--- src/rtl/io_in_conditioner.sv ---
// Input conditioning for the robot IO register block: a 2-FF synchronizer per pin,
// per-bit debounce, one-cycle rise/fall pulses and software-clearable sticky edge flags.
module io_in_conditioner #(
    parameter int WIDTH     = 32,
    parameter int DB_CYCLES = 16,
    parameter int CNT_W     = $clog2(DB_CYCLES + 1)
) (
    input  logic             clk,
    input  logic             nrst,
    input  logic [WIDTH-1:0] pins_raw,
    input  logic [WIDTH-1:0] en_mask,
    input  logic [WIDTH-1:0] sticky_clr,
    output logic [WIDTH-1:0] io_in,
    output logic [WIDTH-1:0] rise_pulse,
    output logic [WIDTH-1:0] fall_pulse,
    output logic [WIDTH-1:0] edge_sticky,
    output logic             any_edge
);

    localparam logic [CNT_W-1:0] CNT_MAX = CNT_W'(DB_CYCLES - 1);

    logic [WIDTH-1:0] sync1_q, sync1_d;
    logic [WIDTH-1:0] sync2_q, sync2_d;
    logic [WIDTH-1:0] io_q, io_d;
    logic [WIDTH-1:0] rise_q, rise_d;
    logic [WIDTH-1:0] fall_q, fall_d;
    logic [WIDTH-1:0] sticky_q, sticky_d;
    logic [CNT_W-1:0] cnt_q [WIDTH];
    logic [CNT_W-1:0] cnt_d [WIDTH];

    always_comb begin
        sync1_d = pins_raw;
        sync2_d = sync1_q;
        io_d    = io_q;
        for (int i = 0; i < WIDTH; i++) begin
            // Any cycle that is disabled or agrees with io_in restarts the count.
            cnt_d[i] = '0;
            if (en_mask[i] && (sync2_q[i] != io_q[i])) begin
                if (cnt_q[i] == CNT_MAX) begin
                    io_d[i] = sync2_q[i];
                end else begin
                    cnt_d[i] = cnt_q[i] + CNT_W'(1);
                end
            end
        end
        rise_d   = io_d & ~io_q;
        fall_d   = ~io_d & io_q;
        // A fresh edge overrides a simultaneous clear.
        sticky_d = (sticky_q & ~sticky_clr) | rise_d | fall_d;
    end

    always_ff @(posedge clk or negedge nrst) begin
        if (!nrst) begin
            sync1_q  <= '0;
            sync2_q  <= '0;
            io_q     <= '0;
            rise_q   <= '0;
            fall_q   <= '0;
            sticky_q <= '0;
            for (int i = 0; i < WIDTH; i++) begin
                cnt_q[i] <= '0;
            end
        end else begin
            sync1_q  <= sync1_d;
            sync2_q  <= sync2_d;
            io_q     <= io_d;
            rise_q   <= rise_d;
            fall_q   <= fall_d;
            sticky_q <= sticky_d;
            for (int i = 0; i < WIDTH; i++) begin
                cnt_q[i] <= cnt_d[i];
            end
        end
    end

    assign io_in       = io_q;
    assign rise_pulse  = rise_q;
    assign fall_pulse  = fall_q;
    assign edge_sticky = sticky_q;
    assign any_edge    = |sticky_q;

endmodule

--- config.mk ---
export PLATFORM = sky130hd
export DESIGN_NAME = io_in_conditioner
export DESIGN_NICKNAME = d
export VERILOG_FILES = /design/src/rtl/io_in_conditioner.sv
export SDC_FILE = /design/constraint.sdc
export NUM_CORES = 1
export LEC_CHECK = 0
export BUFFER_PORTS_ARGS = -buffer_cell sky130_fd_sc_hd__buf_2
export CORE_ASPECT_RATIO = 1.4
export CORE_MARGIN = 2
export CORE_UTILIZATION = 35
export CTS_CLUSTER_DIAMETER = 150
export DETAILED_ROUTE_END_ITERATION = 6
export HOLD_SLACK_MARGIN = 0.06
export PLACE_DENSITY = 0.5
export SYNTH_ARGS = -nofsm -noshare
export SYNTH_HDL_FRONTEND = slang
export SYNTH_SLANG_ARGS = --single-unit
--- constraint.sdc ---
create_clock -name clk -period 3.64 [get_ports clk]
set_input_delay 0.182 -clock clk [delete_from_list [all_inputs] [get_ports clk]]
set_output_delay 0.182 -clock clk [all_outputs]
set_load 0.02 [all_outputs]
Yosys cells after proc, flatten, opt, wreduce, memory -nomap -nowiden:

Cells that the tools add are included.
Widths: inputs -> output; s select.

* bitwise gates (word level): 8
* reductions and logical operators: 33
* equality and inequality tests: 64
* multiplexer cells: 128
* add/subtract/negate cells: 32

Operators by type and width (count)
* $mux 5: 64
* $add 5x1->5 const B: 32
* $eq 5x4->1 const B: 32
* $and 32x32->32: 3
* $not 32->32: 3
* $mux 1: 64
* $or 32x32->32: 2
* $logic_and 1x1->1: 32
* $ne 1x1->1: 32
* $reduce_or 32->1: 1

* flip-flop bits (word level): 352
* logic and storage cells: 303
* input bits: 98

Logic depth before layout (Yosys ltp):

Gate-level depths: netlist (run 1).

* word-level depth: 6
* mapped depth: 4
* mapped depth without buffers: 4

Worst setup path after synthesis (run 1):

Ideal clock, no wire load.

* kind: reg2reg
* from: reg cnt_q[95] in the netlist's numbering
* to: reg io_q[12], in the netlist io_in[12]
* arrival time: 1338 ps
* cell stages (with the launch flop): 5
* path slack: 2177 ps
* library setup time: 125 ps
* buffers on the path: 0
* cell sequence: dfrtp_1 ha_1 nand3_1 or3b_4 mux2_4

* word-level cells in the longest chain between the ends: 3

RTL lines
* start: declaration: line 28 `logic [CNT_W-1:0] cnt_q [WIDTH];`
* start signal: indexed assignment: line 71 `cnt_q[i] <= cnt_d[i];`
* $eq 5x4->1: line 39 `if (cnt_q[i] == CNT_MAX) begin`
* $mux 1: line 39
* $mux 1: line 38 `if (en_mask[i] && (sync2_q[i] != io_q[i])) begin`
* named net io_d[12]: line 24 `logic [WIDTH-1:0] io_q, io_d;`
* end signal: assignment: line 66 `io_q <= io_d;`
* end: declaration: line 24

The timed path passes the listed nets, and every way through them passes these cells.

Worst setup path in the final report (run 1):

* from: reg sticky_q[6], in the netlist edge_sticky[6]
* to: out any_edge

* word-level cells in the longest chain between the ends: 1

RTL lines
* start: declaration: line 27 `logic [WIDTH-1:0] sticky_q, sticky_d;`
* start signal: assignment: line 69 `sticky_q <= sticky_d;`
* $reduce_or 32->1: line 80 `assign any_edge = |sticky_q;`
* end: declaration: line 17 `output logic any_edge`

Every way passes these cells.

==> results_dict.tcl, run 1 <==
set metrics [dict create \
    path_max_fanout 3 \
    die-height_um 237.0 \
    seq_area_frac_synth 0.6490 \
    synth_nets 1165 \
    mostFrequentLayoutCell "dfrtp_1" \
    grt_pass1_vias 9201 \
    fin_skew_ns 0.01999 \
    cp.required_ns 3.46 \
    cts_inserted_buffers 37 \
    slew_viol_final 0 \
    cts-resized-gates 0 \
    layout_common_cells "dfrtp_1, buf_2, dlygate4sd3_1, nor2_1" \
    yosys.cell_types.count 27 \
    drc_errors 0 \
    ant_nets 0 \
    port_buffers 226 \
    hold_path_depth 2 \
    cts_root_buf "clkbuf_16" \
    slowest_stage "nor4_1" \
    syn_area_um2 13570 \
    path_class "reg2out" \
    final_layout_size_suffix_gt1_frac 0.2561 \
    hold_viol_final 0 \
    regArea_um2 8808 \
    rr_startpoint "cnt_q[35]" \
    p_leak_nw 9.038 \
    drtIter0Drc 331 \
    grt_use_total 0.1380 \
    wirelength_um 26990 \
    vias 8847 \
    cp-end-kind "output pin" \
    antenna_found_initial 0 \
    rr_worst_depth 5 \
    synth_ff_type "dfrtp_1" \
    cts_tree "done" \
    gp_congestion 0.7367 \
    holdWs_ns 0.2934 \
    hp-start "pins_raw[0]" \
    fmax_mhz 413.7 \
    clk_pin_slew_worst_paths_ns 0.06 \
    viasPerCell 4.507 \
    power.density_nw_per_um2 463.6 \
    grt-ovfl-total 0 \
    outcome "completed" \
    nets 1542 \
    drtPass1Iterations 6 \
    grt_pass1_wl_um 45480 \
    dr_wl_met3_um 1354 \
    row_count 85 \
    highest-signal-layer "met4" \
    setup_viol 0 \
    path_cells "nor4_1 > nand4_1 > or2_2 > buf_2" \
    cts_max_level 2 \
    synth_enable_flop_cells 0 \
    floorplan.initialDensity 0.3535 \
    rsz0062_at_grt "no" \
    ir_worst_vdd_mv 0.4252 \
    whs_endpoint "sync1_q[0]" \
    worstMarginPinSlew_ns 0.8268 \
    drv_cap 0 \
    clkLatencyLatePin_ns 0.53 \
    synth_cells 1035 \
    wl_met2_um 13700 \
    multi_input_area_um2 4464 \
    n_antenna_cell 0 \
    tns_ns 0 \
    start_kind "flop" \
    crit_buf_inv 1 \
    die_area_um2 40390 \
    critPathTopFamily "simple AND/OR/NAND/NOR gates" \
    place_hpwl_um 18850 \
    period_share 0.6641 \
    critical-path-max-stage-delay_ns 0.69 \
    ys_async_sr_fraction 1.000 \
    hold_class "in2reg" \
    ys_ff_latch 352 \
    nFillCells 3546 \
    min_period_ns 2.417 \
    cts_max_path_buffers 3 \
    r2r_end "edge_sticky[24]" \
    die_x_um 170.4 \
    slew_headroom 0.4488 \
    arrival_ns 2.24 \
    design.core.area_um2 38390 \
    wl_met1_um 11280 \
    r2r_slack_ns 1.86 \
    clock_sinks 352 \
    avgSynthCellArea_um2 13.11 \
    area_growth_pct 31.02 \
    wl_per_cell_um 13.75 \
    grt_max_degree 104 \
    ioPinCount 227 \
    yosysWarnings 0 \
]
worst register-to-register path: cells and delay by family (launching register included):
kind            cells  cell delay (ns)
buf+inv             1             0.57
flops               1             0.41
simple gates        2             0.34
fa+ha+maj           1             0.26
compound gates      1             0.08
power by group:
part | internal (mW) | total (mW) | switching [mW]
Clock | 2.33 | 3.87 | 1.54
Combinational | 0.167 | 0.345 | 0.178
Sequential | 3.98 | 4.03 | 0.0523
synthesized netlist by cell type, types with 16 or more instances:
cell      instances  share of area
xor2_1           80          0.052
nand2b_1         16         0.0074
dfrtp_1         352           0.65
nor3b_1          64          0.035
and4_1           23          0.015
o22ai_1          24          0.011
mux2_4           24          0.027
nor2_1           88          0.024
or3b_4           24          0.020
nand2_1          32         0.0088
and3_1           32          0.015
inv_1            80          0.022
ha_1             32          0.029
nand3_2          18          0.013
nand3_1          54          0.020
o211ai_1         24          0.013
flip-flops by register name, summed over array words and instances (netlist names):
name,count
fall_pulse,32
io_in,32
sync2_q,32
rise_pulse,32
edge_sticky,32
sync1_q,32
cnt_q,160
layout make-up:
class,instances,area share
Multi-Input combinational cell,603,0.2510
Tap cell,522,0.03673
Clock inverter,14,0.009006
Timing Repair Buffer,338,0.1290
Inverter,80,0.01689
Clock buffer,54,0.06199
Sequential cell,352,0.4953
timing repair:
| action | CTS | global route |
|---|---|---|
| buffers inserted | 0 | 0 |
| hold endpoints to repair | 342 | 0 |
| hold buffers | 105 | 0 |
cell families after synthesis:
logic type	Yosys count	share of synthesized area
muxes	32	0.03319
buffers and inverters	80	0.02212
xor gates and xnor gates	88	0.05678
DFF	352	0.6490
AOI/OAI and AO/OA	64	0.03097
and+or+nand+nor	387	0.1785
adders and majority gates	32	0.02950
through the flow:
stage | utilization | worst slack, ns | total power [mW] | cells | instance area [um2]
after global placement | 0.4029 | 1.594 | 4.375 | 1790 | 15470
after detailed placement | 0.4029 | 1.614 | 4.380 | 1790 | 15470
after floorplan | - | 2.177 | 4.187 | 1035 | 13570
final | 0.4632 | 1.223 | 8.245 | 1963 | 17780
after global routing | 0.4632 | 1.010 | 8.631 | 1963 | 17780
after CTS | 0.4632 | 1.047 | 8.418 | 1963 | 17780
worst max-delay path by stage:
stage	depth (start not counted)	slack (ns)	start	end
6_report	4	1.22	edge_sticky[6]	any_edge
5_1_grt	4	1.01	edge_sticky[22]	any_edge
4_1_cts	4	1.05	edge_sticky[23]	any_edge
3_5_place_dp	4	1.61	edge_sticky[6]	any_edge
3_3_place_gp	4	1.59	edge_sticky[6]	any_edge
2_1_floorplan	4	2.18	cnt_q[95]	io_in[12]
layer usage:
layer | up-vias | global-route usage
met4 | 0 | 0.04610
met3 | 46 | 0.03226
met2 | 164 | 0.2408
li1 | 4328 | -
met5 | - | 0
met1 | 4309 | 0.1670
Note: power is estimated with default switching activity, not from simulation.
==> inputs of run 2 (changes only) <==
--- a/config.mk
+++ b/config.mk
@@ -12,7 +12,7 @@
 export CTS_CLUSTER_DIAMETER = 150
 export DETAILED_ROUTE_END_ITERATION = 6
 export HOLD_SLACK_MARGIN = 0.06
-export PLACE_DENSITY = 0.5
+export PLACE_DENSITY = 0.52
 export SYNTH_ARGS = -nofsm -noshare
 export SYNTH_HDL_FRONTEND = slang
 export SYNTH_SLANG_ARGS = --single-unit
==> constraint.sdc (replaced) <==
create_clock -name clk -period 2.15 [get_ports clk]
set_input_delay 0.1075 -clock clk [delete_from_list [all_inputs] [get_ports clk]]
set_output_delay 0.1075 -clock clk [all_outputs]
set_load 0.02 [all_outputs]
==> run 2 against run 1 <==
- via count grew 1.3%
- clock power grew 64%
- total power grew 67%
- die area is the same
- the flow now finishes with violations (setup timing)
- largest cell class unchanged
- combinational power grew 73%
==> results_dict.tcl, run 2 (synthesized netlist as in run 1, its figures left out) <==
set metrics [dict create \
    cp-end-kind "output pin" \
    cts_max_path_buffers 3 \
    place_ws_ns 0.2334 \
    wirelength_um 27520 \
    start_kind "flop" \
    die_area_um2 40390 \
    nets 1569 \
    grt_use_total 0.1402 \
    drtIter0Drc 317 \
    mostFrequentLayoutCell "dfrtp_1" \
    fin_skew_ns 0.01648 \
    rsz0062_at_grt "yes" \
    power.density_nw_per_um2 763.3 \
    row_count 85 \
    cts_inserted_buffers 38 \
    largest-register "cnt_q" \
    cp.required_ns 2.04 \
    drv_cap 0 \
    min_period_ns 2.207 \
    clkLatencyLatePin_ns 0.53 \
    cts_tree "done" \
    violations "setup timing" \
    worstMarginPinSlew_ns 0.5030 \
    wl_per_cell_um 13.84 \
    p_leak_nw 9.194 \
    nFillCells 3518 \
    grt_max_degree 59 \
    die-height_um 237.0 \
    drc_errors 0 \
    ant_nets 0 \
    slew_viol_final 0 \
    hold_class "in2async" \
    largest_register_ffs 160 \
    design.core.area_um2 38390 \
    gp_congestion 0.7355 \
    outcome "finished, violations left" \
    place_hpwl_um 19130 \
    clock_sinks 352 \
    path_max_fanout 2 \
    dp.cells 1796 \
    cts_max_level 2 \
    ioPinCount 227 \
    setup_viol 1 \
    antenna_found_initial 3 \
    fmax_mhz 453.1 \
    path_class "reg2out" \
    die_x_um 170.4 \
    final_cells 1988 \
    cts_root_buf "clkbuf_16" \
    ir_worst_vdd_mv 0.5270 \
    area_growth_pct 33.00 \
    finalPower_mw 13.78 \
    floorplan.initialDensity 0.3535 \
    hold_viol_final 0 \
    grt_pass1_vias 9437 \
    slew_headroom 0.6616 \
    grt-ovfl-total 0 \
    drtPass1Iterations 4 \
    layout_common_cells "dfrtp_1, buf_2, dlygate4sd3_1, nor2_1" \
    viasPerCell 4.507 \
    arrival_ns 2.10 \
    vias 8959 \
    period_share 1.027 \
    setup_ws_ns -0.05699 \
    clk_pin_slew_worst_paths_ns 0.06 \
    grt_pass1_wl_um 46210 \
    final_layout_size_suffix_gt1_frac 0.2573 \
    port_buffers 226 \
]
==> run 2: worst paths after layout <==
check / endpoint / from / slack, ns / depth (start not counted)
setup / recovery: any_edge / edge_sticky[19] / -0.06 / 5
hold / removal: edge_sticky[3] / nrst / 0.13 / 2
setup reg to reg: edge_sticky[0] / cnt_q[155] / 0.25 / 5
hold reg to reg: sync2_q[11] / sync1_q[11] / 0.34 / 0
max in group asynchronous: cnt_q[94] / nrst / 1.32 / 3
min in group clk: sync1_q[21] / pins_raw[21] / 0.22 / 2
==> run 2: report_power, final <==
part | total, mW | internal (mW) | switching (mW) | leakage (nW)
Combinational | 0.596 | 0.290 | 0.305 | 3.85
Clock | 6.35 | 3.81 | 2.55 | 0.606
Sequential | 6.83 | 6.74 | 0.0870 | 4.74
Total | 13.8 | 10.8 | 2.94 | 9.19
==> run 2: final cells by class <==
type	count	area, um2	area share
clock inverter	7	40.04	0.002218
inverter	80	300.3	0.01663
tap	522	653.1	0.03618
timing repair buffer	364	2569	0.1423
clock buffer	59	1194	0.06612
multi-input combinational	603	4486	0.2485
antenna	1	2.502	0.0001386
sequential	352	8808	0.4879
==> run 2: stage by stage <==
stage | instance area, um2 | TNS, ns | hold WS [ns] | utilization
final | 18050 | -0.05699 | 0.1327 | 0.4702
after CTS | 18050 | -0.08853 | 0.1159 | 0.4701
after global routing | 18050 | -0.1448 | 0.1569 | 0.4701
after floorplan | 13570 | 0 | -0.1881 | -
after detailed placement | 15540 | 0 | 0.09110 | 0.4048
after global placement | 15540 | 0 | 0.08863 | 0.4048
==> run 2: what timing repair did <==
item / 4_1_cts / 5_1_grt
pin swaps: 3 / 1
buffers inserted: 1 / 0
hold buffers: 124 / 0
gates resized for setup: 6 / 0
hold endpoints to repair: 648 / 0
setup endpoints to repair: 1 / 1
==> run 2: layer usage <==
metal  GRT usage  wire (um)  vias up  share of wire
li1            -          -     4383              -
met1      0.1726      11680     4354           0.42
met2      0.2408      13650      171           0.50
met3     0.03560       1552       47          0.056
met4     0.04299        626        4          0.023
met5           0         21        -        0.00076
==> run 2: worst max-delay path, cell delays in order, from the launching register on <==
cell	delay, ns
dfrtp_1	0.40
nor4_2	0.29
buf_4	0.17
nand4_1	0.25
or2_4	0.33
buf_6	0.13
